`src/rtl/axi4_lite_pkg.sv`:
```
// Shared AXI4-Lite definitions: FSM state encodings and response codes.
package axi4_lite_pkg;

    typedef enum logic {WrIdle, WrResp} wr_state_e;
    typedef enum logic {RdIdle, RdData} rd_state_e;

    localparam logic [1:0] RESP_OKAY   = 2'b00;
    localparam logic [1:0] RESP_SLVERR = 2'b10;

endpackage

```
`src/rtl/axi4_lite_wstrb_merge.sv`:
```
// Byte-enable merge: each strobed byte takes new write data, the rest keep the old value.
module axi4_lite_wstrb_merge #(
    parameter int unsigned DataWidth = 32
) (
    input  logic [DataWidth-1:0]   old_i,
    input  logic [DataWidth-1:0]   wdata_i,
    input  logic [DataWidth/8-1:0] wstrb_i,
    output logic [DataWidth-1:0]   merged_o
);

    always_comb begin
        merged_o = old_i;
        for (int b = 0; b < DataWidth / 8; b++) begin
            if (wstrb_i[b]) begin
                merged_o[b*8 +: 8] = wdata_i[b*8 +: 8];
            end
        end
    end

endmodule

```
`src/rtl/axi4_lite_regbank.sv`:
```
// AXI4-Lite slave register bank with independent AW/W capture and concurrent read/write FSMs.
// Define AXI4_LITE_REGBANK_SLVERR_EN to answer out-of-range accesses with SLVERR instead of OKAY.
module axi4_lite_regbank
    import axi4_lite_pkg::*;
#(
    parameter logic [31:0] C_BASEADDR         = 32'h40000000,
    parameter int unsigned C_S_AXI_ADDR_WIDTH = 32,
    parameter int unsigned C_S_AXI_DATA_WIDTH = 32,
    parameter int unsigned C_NUM_REGS         = 16,
    parameter logic [63:0] C_RESET_VALUE      = 64'h0
) (
    input  logic                                       S_AXI_ACLK,
    input  logic                                       S_AXI_ARESET,
    input  logic [C_S_AXI_ADDR_WIDTH-1:0]              S_AXI_AWADDR,
    input  logic                                       S_AXI_AWVALID,
    output logic                                       S_AXI_AWREADY,
    input  logic [C_S_AXI_DATA_WIDTH-1:0]              S_AXI_WDATA,
    input  logic [C_S_AXI_DATA_WIDTH/8-1:0]            S_AXI_WSTRB,
    input  logic                                       S_AXI_WVALID,
    output logic                                       S_AXI_WREADY,
    output logic [1:0]                                 S_AXI_BRESP,
    output logic                                       S_AXI_BVALID,
    input  logic                                       S_AXI_BREADY,
    input  logic [C_S_AXI_ADDR_WIDTH-1:0]              S_AXI_ARADDR,
    input  logic                                       S_AXI_ARVALID,
    output logic                                       S_AXI_ARREADY,
    output logic [C_S_AXI_DATA_WIDTH-1:0]              S_AXI_RDATA,
    output logic [1:0]                                 S_AXI_RRESP,
    output logic                                       S_AXI_RVALID,
    input  logic                                       S_AXI_RREADY,
    output logic [C_NUM_REGS*C_S_AXI_DATA_WIDTH-1:0]   reg_out,
    output logic [C_NUM_REGS-1:0]                      reg_wr_stb,
    output logic [C_NUM_REGS-1:0]                      reg_rd_stb
);

    localparam int unsigned AW       = C_S_AXI_ADDR_WIDTH;
    localparam int unsigned DW       = C_S_AXI_DATA_WIDTH;
    localparam int unsigned SW       = DW / 8;
    localparam int unsigned ADDR_LSB = $clog2(SW);
    localparam int unsigned IDX_W    = (C_NUM_REGS > 1) ? $clog2(C_NUM_REGS) : 1;

    localparam logic [AW-1:0] BASE    = AW'(C_BASEADDR);
    localparam logic [AW-1:0] NREGS   = AW'(C_NUM_REGS);
    localparam logic [DW-1:0] RST_VAL = DW'(C_RESET_VALUE);
`ifdef AXI4_LITE_REGBANK_SLVERR_EN
    localparam logic [1:0] RESP_OOR = RESP_SLVERR;
`else
    localparam logic [1:0] RESP_OOR = RESP_OKAY;
`endif

    // Addresses below the base wrap to huge indices and so fall out of range.
    function automatic logic [AW-1:0] addr_to_idx(input logic [AW-1:0] addr);
        return (addr - BASE) >> ADDR_LSB;
    endfunction

    wr_state_e wr_state_q, wr_state_d;
    rd_state_e rd_state_q, rd_state_d;

    logic              aw_held_q, w_held_q;
    logic [AW-1:0]     aw_addr_q;
    logic [DW-1:0]     w_data_q;
    logic [SW-1:0]     w_strb_q;
    logic [DW-1:0]     regs_q [C_NUM_REGS];
    logic [1:0]        bresp_q, rresp_q;
    logic [DW-1:0]     rdata_q;
    logic [C_NUM_REGS-1:0] wr_stb_q, rd_stb_q;

    logic              aw_hs, w_hs, ar_hs, wr_commit;
    logic [AW-1:0]     wr_addr, wr_idx_full, rd_idx_full;
    logic [DW-1:0]     wr_data, merged;
    logic [SW-1:0]     wr_strb;
    logic [IDX_W-1:0]  wr_idx, rd_idx;
    logic              wr_in_range, rd_in_range;

    assign S_AXI_AWREADY = !S_AXI_ARESET && (wr_state_q == WrIdle) && !aw_held_q;
    assign S_AXI_WREADY  = !S_AXI_ARESET && (wr_state_q == WrIdle) && !w_held_q;
    assign S_AXI_ARREADY = !S_AXI_ARESET && (rd_state_q == RdIdle);
    assign S_AXI_BVALID  = (wr_state_q == WrResp);
    assign S_AXI_RVALID  = (rd_state_q == RdData);
    assign S_AXI_BRESP   = bresp_q;
    assign S_AXI_RRESP   = rresp_q;
    assign S_AXI_RDATA   = rdata_q;
    assign reg_wr_stb    = wr_stb_q;
    assign reg_rd_stb    = rd_stb_q;

    assign aw_hs = S_AXI_AWVALID && S_AXI_AWREADY;
    assign w_hs  = S_AXI_WVALID && S_AXI_WREADY;
    assign ar_hs = S_AXI_ARVALID && S_AXI_ARREADY;

    // Commit on the later handshake edge, taking the live channel for whichever is not yet held.
    assign wr_addr   = aw_held_q ? aw_addr_q : S_AXI_AWADDR;
    assign wr_data   = w_held_q ? w_data_q : S_AXI_WDATA;
    assign wr_strb   = w_held_q ? w_strb_q : S_AXI_WSTRB;
    assign wr_commit = (wr_state_q == WrIdle) && (aw_held_q || aw_hs) && (w_held_q || w_hs);

    assign wr_idx_full = addr_to_idx(wr_addr);
    assign wr_in_range = wr_idx_full < NREGS;
    assign wr_idx      = wr_idx_full[IDX_W-1:0];
    assign rd_idx_full = addr_to_idx(S_AXI_ARADDR);
    assign rd_in_range = rd_idx_full < NREGS;
    assign rd_idx      = rd_idx_full[IDX_W-1:0];

    axi4_lite_wstrb_merge #(
        .DataWidth (DW)
    ) u_wstrb_merge (
        .old_i    (regs_q[wr_idx]),
        .wdata_i  (wr_data),
        .wstrb_i  (wr_strb),
        .merged_o (merged)
    );

    for (genvar i = 0; i < C_NUM_REGS; i++) begin : g_reg_out
        assign reg_out[i*DW +: DW] = regs_q[i];
    end

    always_comb begin
        wr_state_d = wr_state_q;
        case (wr_state_q)
            WrIdle:  if (wr_commit) wr_state_d = WrResp;
            WrResp:  if (S_AXI_BREADY) wr_state_d = WrIdle;
            default: wr_state_d = WrIdle;
        endcase
    end

    always_comb begin
        rd_state_d = rd_state_q;
        case (rd_state_q)
            RdIdle:  if (ar_hs) rd_state_d = RdData;
            RdData:  if (S_AXI_RREADY) rd_state_d = RdIdle;
            default: rd_state_d = RdIdle;
        endcase
    end

    always_ff @(posedge S_AXI_ACLK) begin
        if (S_AXI_ARESET) begin
            wr_state_q <= WrIdle;
            rd_state_q <= RdIdle;
            aw_held_q  <= 1'b0;
            w_held_q   <= 1'b0;
            aw_addr_q  <= '0;
            w_data_q   <= '0;
            w_strb_q   <= '0;
            bresp_q    <= RESP_OKAY;
            rresp_q    <= RESP_OKAY;
            rdata_q    <= '0;
            wr_stb_q   <= '0;
            rd_stb_q   <= '0;
            for (int i = 0; i < C_NUM_REGS; i++) begin
                regs_q[i] <= RST_VAL;
            end
        end else begin
            wr_state_q <= wr_state_d;
            rd_state_q <= rd_state_d;
            wr_stb_q   <= '0;
            rd_stb_q   <= '0;

            if (wr_commit) begin
                aw_held_q <= 1'b0;
                w_held_q  <= 1'b0;
                bresp_q   <= wr_in_range ? RESP_OKAY : RESP_OOR;
                if (wr_in_range) begin
                    regs_q[wr_idx]   <= merged;
                    wr_stb_q[wr_idx] <= 1'b1;
                end
            end else begin
                if (aw_hs) begin
                    aw_held_q <= 1'b1;
                    aw_addr_q <= S_AXI_AWADDR;
                end
                if (w_hs) begin
                    w_held_q <= 1'b1;
                    w_data_q <= S_AXI_WDATA;
                    w_strb_q <= S_AXI_WSTRB;
                end
            end

            // Reads sample regs_q before this edge's write lands, so a colliding read sees old data.
            if (ar_hs) begin
                rdata_q <= rd_in_range ? regs_q[rd_idx] : '0;
                rresp_q <= rd_in_range ? RESP_OKAY : RESP_OOR;
                if (rd_in_range) begin
                    rd_stb_q[rd_idx] <= 1'b1;
                end
            end
        end
    end

endmodule

```
`config.mk`:
```
export PLATFORM = sky130hd
export DESIGN_NAME = axi4_lite_regbank
export DESIGN_NICKNAME = d
export VERILOG_FILES = /design/src/rtl/axi4_lite_pkg.sv /design/src/rtl/axi4_lite_wstrb_merge.sv /design/src/rtl/axi4_lite_regbank.sv
export SDC_FILE = /design/constraint.sdc
export NUM_CORES = 1
export LEC_CHECK = 0
export CAP_MARGIN = 20
export CORE_AREA = 2 2 272 274
export CTS_CLUSTER_DIAMETER = 30
export DETAILED_ROUTE_END_ITERATION = 16
export DIE_AREA = 0 0 274 276
export PLACE_DENSITY = 0.66
export SYNTH_ARGS = -nofsm -noshare
export SYNTH_HDL_FRONTEND = slang
export SYNTH_SLANG_ARGS = --single-unit
```
`constraint.sdc`:
```
create_clock -name S_AXI_ACLK -period 4.4 [get_ports S_AXI_ACLK]
set_clock_uncertainty 0.2 [all_clocks]
set_input_delay 0.88 -clock S_AXI_ACLK [delete_from_list [all_inputs] [get_ports S_AXI_ACLK]]
set_output_delay 0.88 -clock S_AXI_ACLK [all_outputs]
set_load 0.05 [all_outputs]
```
Yosys cells after proc, flatten, opt, wreduce, memory -nomap -nowiden

Memory sizes are Yosys's and may differ from the RTL's.
Cells that the tools add are included.

Add/sub/neg operators: 2
$lt $le $gt $ge: 6
Equal/unequal tests: 4
Mux-type cells: 27
Bitwise gates (word level): 6
Reductions and logical operators: 26

Operators by type and width:

| operator                 | count |
|---|---|
| $mux W32                 | 4 |
| $sub A32 B31 Y32 const B | 2 |
| $lt A30 B5 Y1 const B    | 2 |
| $mux W8                  | 4 |
| $reduce_or A32 Y1        | 1 |
| $mux W1                  | 12 |
| $mux W4                  | 3 |
| $reduce_and A2 Y1        | 6 |
| $logic_and A1 B1 Y1      | 11 |
| $lt A4 B5 Y1 const B     | 2 |
| $demux W1 S4             | 2 |
| $ge A4 B1 Y1 const B     | 2 |
| $not A1 Y1               | 6 |
| $reduce_or A3 Y1         | 2 |
| $ne A1 B1 Y1 const B     | 4 |
| $pmux W1 S2              | 2 |
| $logic_not A1 Y1         | 3 |
| $logic_or A1 B1 Y1       | 2 |
| $reduce_or A2 Y1         | 1 |

Register bits after elaboration: 136
Memory bits (writable): 512
Input port bits: 107
Word-level logic and storage cells: 82
Memories: 1

Memories:

| name   | depth | bits a word | read ports | clocked after Yosys merged registers in | wr ports | line                    | RTL |
|---|---|---|---|---|---|---|---|
| regs_q | 16    | 32          | 17         | 0                                       | 16       | axi4_lite_regbank.sv:63 | `logic [DW-1:0] regs_q [C_NUM_REGS];` |

Longest topological paths before layout

Depth in word-level cells: 13
Mapped depth: 8

By module

From an unflattened synthesis, not the netlist that was laid out.

Cells, all modules: 2501
Area total of the unflattened synthesis: 33704.8 um^2

Modules (own cells, without submodules):

| module                | instances | cells each | area each (um^2) |
|---|---|---|---|
| axi4_lite_regbank     | 1         | 2465       | 33179.3 |
| axi4_lite_wstrb_merge | 1         | 36         | 525.5 |

Least setup slack after synthesis

OpenSTA, ideal clock, no wires.

Path type: input to output
Start: input port S_AXI_ARESET
End: output port S_AXI_AWREADY
Arrival time: 2.331 ns
Path slack: 0.989 ns
Cell stages on the path: 3
Cells stage by stage: clkbuf_1 -> clkbuf_1 -> nor3_1

Word-level cells in the longest chain between the ends: 3

RTL lines:

| what                              | line                    | RTL |
|---|---|---|
| start, declared                   | axi4_lite_regbank.sv:13 | `input logic S_AXI_ARESET,` |
| $logic_not A1 Y1                  | axi4_lite_regbank.sv:75 | `assign S_AXI_AWREADY = !S_AXI_ARESET && (wr_state_q == WrIdle) && !aw_held_q;` |
| $logic_and A1 B1 Y1 (2 in series) | axi4_lite_regbank.sv:75 |  |
| end, declared                     | axi4_lite_regbank.sv:16 | `output logic S_AXI_AWREADY,` |

Every way passes these cells.

Worst setup path in the final report

Start: register wr_state_q (netlist: S_AXI_BVALID)
End: output port S_AXI_WREADY

Word-level cells in the longest chain between the ends: 3

RTL lines:

| what                              | line                     | RTL |
|---|---|---|
| start, declared                   | axi4_lite_regbank.sv:56  | `wr_state_e wr_state_q, wr_state_d;` |
| start signal, assigned            | axi4_lite_regbank.sv:136 | `wr_state_q <= WrIdle;` |
| start signal, assigned            | axi4_lite_regbank.sv:152 | `wr_state_q <= wr_state_d;` |
| $not A1 Y1                        | --                       |  |
| $logic_and A1 B1 Y1 (2 in series) | axi4_lite_regbank.sv:76  | `assign S_AXI_WREADY = !S_AXI_ARESET && (wr_state_q == WrIdle) && !w_held_q;` |
| end, declared                     | axi4_lite_regbank.sv:20  | `output logic S_AXI_WREADY,` |

Every way passes these cells.

==> metrics.yaml <==
sta:
  fin_crit_sh_pct: 78.9
  slew_headroom_pct: 27.6
  rsz0062_at_grt: "no"
  max_freq_mhz: 288
  final.min_clock_period_ns: 3.47
  hold_viol: 0
  tns_ns: 0
  tightest_slew_ns: 1.09
  final_max_slew_viol_count: 0
  finalSetupViolCount: 0
  setup_slack_ns: 0.929
clock_network:
  cts_made_buffers: 140
  clk_pin_slew_ns: 0.04
  cts_setup_buffers: 0
  post_cts_resize_count: 0
  cts_tree: "built"
  cts_hold_buffers: 0
  clock_path_buffers: 3
  clock_sinks: 646
  h-tree-depth: 4
  cts-root-buf: "clkbuf_16"
  clk_latency_ns: 0.70
synthesis:
  yosysTopAreaCell: "edfxtp_1"
  synth_area_leaders: "edfxtp_1 (53%), mux4_2 (9.9%), dfxtp_1 (9.3%), nor3_1 (8.8%), a22oi_1 (1.7%)"
  netlist_area_um2: 29000
  synthDistinctLibCells: 50
  yosysWarnings: 0
  synthDominantCellAreaShare_pct: 53.1
  syn_inst: 2135
  syn_avg_cell_area_um2: 13.6
  synth.yosys.seq_area_share_pct: 62.3
  synth_ff_type: "edfxtp_1"
  synth_edf_count: 512
  ys_ff_latch: 646
  async_flop_share_pct: 0
placement:
  hpwl_mm: 85.6
  numPortBuffers: 683
  place_congestion: 0.958
  dpl_worst_slack_ns: 0.327
global_routing:
  antenna_found_initial: 5
  grt_pass1_wl_mm: 165
  grt_pass1_vias: 22800
  grt_usage_pct: 30.3
  grt_max_degree: 191
  grt_overflow: 0
worst_setup_path:
  required_ns: 3.32
  crit_path_top_delay_cell: "clkdlybuf4s50_1"
  critical_path_buf_inv_count: 1
  critPathLaunchType: "register"
  crit_family: "buffers and inverters"
  critPathMaxStageDelay_ns: 0.90
  r2r_slack_ns: 1.16
  path_class: "reg -> out"
  crit_fanout: 5
  reg2reg_depth: 6
  r2r-end: "regs_q[3][6]"
  cp.arrival_ns: 2.39
  path_depth: 2
  cp-end-kind: "primary output"
  crit_chain: "nor3_1, clkdlybuf4s50_1"
  r2r-start: "w_held_q"
final_layout:
  num-fill-cells: 5779
  fin_nets: 2971
  drive_gt1_share_pct: 20.3
  final_common_cell: "clkdlybuf4s50_1"
  seqCellArea_um2: 18100
  syn_to_final_growth_pct: 44.4
  layout_common_cells: "clkdlybuf4s50_1 (680), edfxtp_1 (512), nor3_1 (509)"
  multiInputGateArea_um2: 9650
worst_hold_path:
  hold_depth: 2
  hp-class: "reg -> reg"
  hold_end: "aw_addr_q[11]"
  hp-start: "aw_addr_q[11]"
routing:
  routed_via_density: 5.94
  drt_iter0_drc: 2639
  routed_wl_mm: 118
  ant_nets: 0
  avgRoutedWirePerCell_um: 29.9
  route.detailed.drc: 0
  drtPass1Iterations: 5
  dr_total_vias: 23400
floorplan:
  die_w_um: 274
  num_rows: 99
  die_area_um2: 75600
  ioPinCount: 692
  start_util_pct: 39.9
  dieHeight_um: 276
  design.core.area_um2: 72600
pwr:
  vdd_ir_drop_max_v: 0.000318
  p_per_area_nw_per_um2: 467
  p_leak_uw: 0.0140
status:
  status: "finished clean"
run:
  drv_cap: 0
per-stage QoR:
step           util [%]  instance area (um2)  hold slack (ns)  std cells  total power, uW
3_3_place_gp       51.1                37100            0.243       3679             9180
6_report           57.7                41900            0.252       3941            19500
4_1_cts            57.6                41800            0.254       3935            19600
3_5_place_dp       51.1                37100            0.248       3679             9210
2_1_floorplan         -                29000            0.231       2138             8300
5_1_grt            57.7                41900            0.272       3941            20000
routing by layer:
metal	vias up	track usage (%)	part of all wire, %
met2	1538	48.4	48
met4	0	14.7	4.9
met5	-	0	0
met1	11700	38.3	37
li1	9899	-	-
met3	274	7.65	9.9
power by group:
| group | total, uW | internal [uW] | switching (uW) |
|---|---|---|---|
| Sequential | 6960 | 6780 | 174 |
| Combinational | 2170 | 705 | 1460 |
| Clock | 10400 | 7050 | 3350 |
tightest hold or removal path, cell delays in order, from the launching register on:
cell	delay [ns]
dfxtp_1	0.30
nand2_1	0.05
a21oi_1	0.05
state kept, by name, indices dropped and copies added, names as in the netlist:
name	cells
w_data_q	32
w_held_q	1
S_AXI_RVALID	1
aw_addr_q	30
reg_wr_stb	16
S_AXI_BVALID	1
S_AXI_RDATA	32
w_strb_q	4
reg_rd_stb	16
regs_q	512
aw_held_q	1
Yosys cell counts (3+ instances only):
library cell / count
nor2_1: 27
mux2_2: 36
buf_6: 33
buf_2: 94
clkbuf_1: 116
and4b_1: 8
and3_1: 5
dfxtp_1: 134
o2111ai_2: 3
nor2b_1: 4
mux4_2: 128
o21ai_0: 36
inv_1: 6
a21oi_1: 69
nor3_2: 13
buf_1: 4
nand3_1: 40
mux2i_1: 4
a22o_1: 32
nand2_1: 126
buf_4: 7
nor3_1: 509
edfxtp_1: 512
nand2b_1: 4
o2111ai_4: 13
a22oi_1: 64
o31ai_1: 58
and4_1: 6
o31ai_2: 6
nor4_1: 11
area by class of cell:
type                    count  share of cell area (%)
clock buffers             183                    9.25
repair buffers            840                    19.5
inverters                   7                  0.0628
multi-input cells        1229                    23.1
diodes                      4                  0.0239
well taps                 959                    2.87
clock inverters            73                    2.04
flip-flops and latches    646                    43.1
cell families after synthesis:
group,synth area share [%]
buf+inv,4.84
simple gates,13.2
flops,62.3
mux,11.5
other cells,0.0129
compound gates,8.11
worst max path at each step:
stage | from | endpoint | slack (ns)
2_1_floorplan | S_AXI_ARESET | S_AXI_AWREADY | 0.99
3_3_place_gp | S_AXI_AWADDR[16] | regs_q[7][16] | 0.36
3_5_place_dp | S_AXI_WVALID | regs_q[7][16] | 0.33
4_1_cts | S_AXI_BVALID | S_AXI_WREADY | 0.89
5_1_grt | aw_held_q | S_AXI_AWREADY | 0.83
6_report | S_AXI_BVALID | S_AXI_WREADY | 0.93
No activity file was read; power rests on OpenSTA's default activity.
